$ cat config.mk
export PLATFORM = sky130hd
export DESIGN_NAME = unidade_controle_contagem
export DESIGN_NICKNAME = d
export VERILOG_FILES = /design/src/rtl/unidade_controle_contagem_pkg.sv /design/src/rtl/unidade_controle_contagem_contador_passos.sv /design/src/rtl/unidade_controle_contagem.sv
export SDC_FILE = /design/constraint.sdc
export NUM_CORES = 1
export LEC_CHECK = 0
export ABC_AREA = 1
export CORE_ASPECT_RATIO = 0.9
export CORE_MARGIN = 2
export CORE_UTILIZATION = 37
export CTS_BUF_LIST = sky130_fd_sc_hd__clkbuf_16
export DETAILED_ROUTE_END_ITERATION = 10
export GPL_ROUTABILITY_DRIVEN = 0
export PLACE_DENSITY = 0.66
export SLEW_MARGIN = 20
export SYNTH_ARGS = -nofsm -noshare
export SYNTH_HDL_FRONTEND = slang
export SYNTH_HIERARCHICAL = 1
export SYNTH_SLANG_ARGS = --single-unit
$ cat constraint.sdc
create_clock -name clock -period 1.8 [get_ports clock]
set_input_delay 0.27 -clock clock [delete_from_list [all_inputs] [get_ports clock]]
set_output_delay 0.27 -clock clock [all_outputs]
set_load 0.03 [all_outputs]
$ cat src/rtl/unidade_controle_contagem_pkg.sv
// Shared types and defaults for the counting control unit and its step counter.
package unidade_controle_contagem_pkg;

    localparam int MAX_PASSOS_PADRAO = 16;
    localparam int PASSOS_W_PADRAO   = 8;

    typedef enum logic [3:0] {
        INICIAL = 4'h0,
        PREPARA = 4'h1,
        COMPARA = 4'h3,
        PROXIMO = 4'h4,
        ACERTO  = 4'hA,
        ERRO    = 4'hE
    } estado_t;

endpackage

$ cat src/rtl/unidade_controle_contagem_contador_passos.sv
// Saturating step counter: counts conta pulses in a run and flags when the limit is reached.
module contador_passos #(
    parameter int MAX_PASSOS = 16,
    parameter int PASSOS_W   = 8
) (
    input  logic                clock,
    input  logic                reset_n,
    input  logic                limpa,
    input  logic                incrementa,
    output logic [PASSOS_W-1:0] passos,
    output logic                no_limite
);

    localparam logic [PASSOS_W-1:0] LIMITE = PASSOS_W'(MAX_PASSOS);

    logic [PASSOS_W-1:0] passos_reg;
    logic [PASSOS_W-1:0] passos_next;

    // Holds at the limit instead of wrapping, so a runaway run still reports the limit.
    always_comb begin
        passos_next = passos_reg;
        if (limpa) begin
            passos_next = '0;
        end else if (incrementa && (passos_reg != LIMITE)) begin
            passos_next = passos_reg + 1'b1;
        end
    end

    always_ff @(posedge clock or negedge reset_n) begin
        if (!reset_n) begin
            passos_reg <= '0;
        end else begin
            passos_reg <= passos_next;
        end
    end

    assign passos    = passos_reg;
    assign no_limite = (passos_reg == LIMITE);

endmodule

$ cat src/rtl/unidade_controle_contagem.sv
// Moore control unit stepping the counter/comparator datapath up to the switch value.
module unidade_controle_contagem
    import unidade_controle_contagem_pkg::*;
#(
    parameter int MAX_PASSOS = MAX_PASSOS_PADRAO,
    parameter int PASSOS_W   = PASSOS_W_PADRAO
) (
    input  logic                clock,
    input  logic                reset_n,
    input  logic                iniciar,
    input  logic                fim,
    input  logic                igual,
    input  logic                menor,
    input  logic                maior,
    output logic                zera,
    output logic                carrega,
    output logic                conta,
    output logic                pronto,
    output logic                acertou,
    output logic                errou,
    output logic [3:0]          db_estado,
    output logic [PASSOS_W-1:0] db_passos
);

    estado_t estado_reg;
    estado_t estado_next;
    logic    limpa_passos;
    logic    incrementa_passos;
    logic    no_limite;

    // menor is redundant with !igual && !maior and only exists for datapath debug.
    logic unused_menor;
    assign unused_menor = menor;

    contador_passos #(
        .MAX_PASSOS (MAX_PASSOS),
        .PASSOS_W   (PASSOS_W)
    ) u_contador_passos (
        .clock      (clock),
        .reset_n    (reset_n),
        .limpa      (limpa_passos),
        .incrementa (incrementa_passos),
        .passos     (db_passos),
        .no_limite  (no_limite)
    );

    always_ff @(posedge clock or negedge reset_n) begin
        if (!reset_n) begin
            estado_reg <= INICIAL;
        end else begin
            estado_reg <= estado_next;
        end
    end

    always_comb begin
        estado_next       = estado_reg;
        zera              = 1'b0;
        conta             = 1'b0;
        pronto            = 1'b0;
        acertou           = 1'b0;
        errou             = 1'b0;
        limpa_passos      = 1'b0;
        incrementa_passos = 1'b0;
        case (estado_reg)
            INICIAL: begin
                if (iniciar) estado_next = PREPARA;
            end
            PREPARA: begin
                zera         = 1'b1;
                limpa_passos = 1'b1;
                estado_next  = COMPARA;
            end
            // igual is checked first so reaching 15 counts as success even with fim set.
            COMPARA: begin
                if (igual)          estado_next = ACERTO;
                else if (maior)     estado_next = ERRO;
                else if (fim)       estado_next = ERRO;
                else if (no_limite) estado_next = ERRO;
                else                estado_next = PROXIMO;
            end
            PROXIMO: begin
                conta             = 1'b1;
                incrementa_passos = 1'b1;
                estado_next       = COMPARA;
            end
            ACERTO: begin
                pronto  = 1'b1;
                acertou = 1'b1;
                if (iniciar) estado_next = PREPARA;
            end
            ERRO: begin
                pronto = 1'b1;
                errou  = 1'b1;
                if (iniciar) estado_next = PREPARA;
            end
            default: begin
                estado_next = INICIAL;
            end
        endcase
    end

    assign carrega   = 1'b0;
    assign db_estado = estado_reg;

endmodule

==> impl_results.md <==
* Placed cells at 172
* Fillers at ~220
* CTS tree: yes
* Setup TNS at 0 ps
* Synthesized area at ~820 um2
* Final setup viols at 0
* CP Class: register to output port
* Period minus WS final at 1700 ps
* IO Count at 25
* Critical-path cell list: clkdlybuf4s50_1
* PnR worst setup slack at ~100 ps
* Reg power frac at 0.265
* Number of global-route vias before repair at about 770
* Largest register FFs at 8
* Final Total Pwr at 1.47 mW
* Worst hold path class: primary input to async pin
* Die area at 2620 um2
* Worst r2r src: u_contador_passos/passos[0]
* Placeable Area at between 2000 and 2500 um2
* Most frequent cell after synthesis: nand2_1
* Number of detailed-route iterations in the first pass at 4
* Reg clk slew, reported paths at 40 ps
* Static Leak at 0.611 nW
* Die Wd at 53.7 um
* Fin cells at between 150 and 200
* Max H-tree Level at 1
* Synth Instances at roughly 120
* Mapped Nets at 131
* RSZ-0062 raised after global routing: false
* Post-Place Setup Slack at 73.6 ps
* XOR/XNOR share of the synthesized area at 0.0319
* Register area share after synthesis at 0.365
* Outcome: finished, final reports clean
* Clock insertion delay at the later pin of the skew report at 240 ps
* First-pass GRT wire length at 3300 um
* Async S/R FF share, synth at 1.00
* Slew Limit Fails at 0
* Synth top area share at 0.365
* Clock network fraction of design power at 0.273
* Detailed placement HPWL at 1380 um
* Grt ovf at 0
* Worst path buffer plus inverter count at 1
* Final Hold Viols at 0
* Fin nets at 159
* End of the worst register-to-register path: db_estado[3]
* Multiplexer share of the synthesized area at 0
* Compound-Gate Fraction of Synth Area at 0.0319
* FF-to-FF path depth at 10
* Slew HR at 0.622
* Largest cells by area after synthesis: dfrtp_1, nand2_1, nand3_1, nor2_1, inv_1
* Yosys warning count at 6
* Hold WS at about 400 ps
* Worst setup path end: db_passos[4]
* Row count at 16
* Crit-path max FO at 6
* Slack of the worst reg-to-reg path at 270 ps
* Longest Clk Path Bufs at 2
* WL final at about 1900 um
* Peak VDD IR at approximately 1 mV
* Crit path launch: u_contador_passos/passos[4]
* Syn avg cell area at 6.75 um2
* Largest family of logic cells by synthesized area: simple AND/OR/NAND/NOR gates
* P_int at about 0.85 mW
* CP Depth at 1
* Synth cell count leaders: nand2_1, nor2_1, inv_1, nand3_1, dfrtp_1
* Max Freq at 589 MHz
* Initial Utilization at 0.384
* Sw power at 0.615 mW
* Post-CTS Hold Buffers at 0
* P&R area growth vs syn at 40.6%
* Delay of the slowest cell on the worst path at about 700 ps
* Final core occ at 0.540
* Share of layout cells above drive strength 1 at 0.0946
* Final Instance Area at 1160 um2
* Synth Area in Simple Gates at 0.427
* DR vias/cell at 4.76
* # Post-CTS Setup Buffers at 0
* Inserted Diodes at 0
* CP delay by family, top: buffers and inverters
* DRC errors left at 0
* PwrDens at about 1300 nW/um2
* WP data arrival at roughly 1400 ps
* Yosys reg bits at 12
* Num CTS Buffers at 3
* Post-route clock period utilization at 0.943
* Worst-margin pin slew at 565 ps
* Yosys cell types at 19
* Clock root cell: clkbuf_16
* Initial antenna violation count at 0
* Sw frac at 0.419
* Slowest cell on crit path: clkdlybuf4s50_1
* Worst setup SP type: register
* Combinational power share at 0.462
* Number of DRC markers in iteration 0 at 18
* Clock skew at around 1.7 ps
* Antenna-violating nets left at 0
* Critical path capture point type: output port
* Die Y at about 49 um
* Synth Flop Type: dfrtp_1
* Largest area contributor in the netlist: dfrtp_1
* Num Clock Sinks at 12
* Data required, critical path at 1530 ps
* Max cap viols at 0
* Port bufs at 22
* GRT Overall Usage at 0.170
* Area share of fa/ha/maj cells after synthesis at 0.0304
* Drt wl/cell at 10.7 um
* Largest net degree at the start of global routing at 15
* Vias at 833
* Post-synth EDFFs at 0
* Post-DP Area at 1090 um2
## per-layer routing
| metal | global-route usage | vias up | part of all wire |
|---|---|---|---|
| met4 | 0.0897 | 0 | 0.025 |
| li1 | - | 426 | - |
| met5 | 0 | - | 0 |
| met3 | 0.0247 | 4 | 0.056 |
| met1 | 0.224 | 372 | 0.47 |
| met2 | 0.262 | 31 | 0.45 |
## worst min path at each step
| stage | from | endpoint | slack (ps) | cells past startpoint |
|---|---|---|---|---|
| 6_report | reset_n | u_contador_passos/passos[6] | 400 | 1 |
| 5_1_grt | reset_n | u_contador_passos/passos[6] | 460 | 1 |
| 4_1_cts | reset_n | u_contador_passos/passos[6] | 420 | 1 |
| 3_5_place_dp | u_contador_passos/passos[7] | u_contador_passos/passos[7] | 590 | 2 |
| 3_3_place_gp | u_contador_passos/passos[6] | u_contador_passos/passos[6] | 570 | 2 |
| 2_1_floorplan | reset_n | db_estado[0] | -30 | 0 |
## placed cells by master, fill, tap and decap left out
master            n
nand2_2           1
a21oi_1           1
nand3_2           2
xor2_1            3
conb_1            1
nor2_2            3
dlygate4sd2_1     5
nand4_1           1
nor2_1           22
clkbuf_16         3
ha_1              2
o21ai_0           1
o21ai_4           1
nand2_1          27
nor3_1            2
buf_4             3
clkdlybuf4s50_1  17
dfrtp_1          12
inv_1            21
nand3_1          19
nand2_4           1
## cell type report
| type | instances | area, um2 | area share |
|---|---|---|---|
| inverters | 21 | 78.8 | 0.0681 |
| multi-input cells | 87 | 433 | 0.374 |
| flip-flops and latches | 12 | 300 | 0.259 |
| repair buffers | 25 | 236 | 0.204 |
| clock buffers | 3 | 75.1 | 0.0649 |
| well taps | 27 | 33.8 | 0.0292 |
## logic make-up (layout without fill, tap and decap cells)
logic type | after synthesis | in the layout
DFF | 12 | 12
xor gates and xnor gates | 3 | 3
adders and majority gates | 2 | 2
buffers and inverters | 23 | 49
other | 1 | 1
and+or+nand+nor | 78 | 78
AOI/OAI and AO/OA | 3 | 3
## repair_timing
item                                    4_1_cts  5_1_grt
hold endpoints to repair                      0        0
endpoints found under the setup margin        5        0
gates resized for setup                       5        0
## power groups by stage
stage | Sequential [mW] | Combinational, mW | Clock (mW)
2_1_floorplan | 0.485 | 0.359 | 0
4_1_cts | 0.390 | 0.682 | 0.409
6_report | 0.389 | 0.677 | 0.400
3_3_place_gp | 0.389 | 0.693 | 0
5_1_grt | 0.401 | 0.763 | 0.420
3_5_place_dp | 0.394 | 0.695 | 0
No activity file was read; power rests on OpenSTA's default activity.
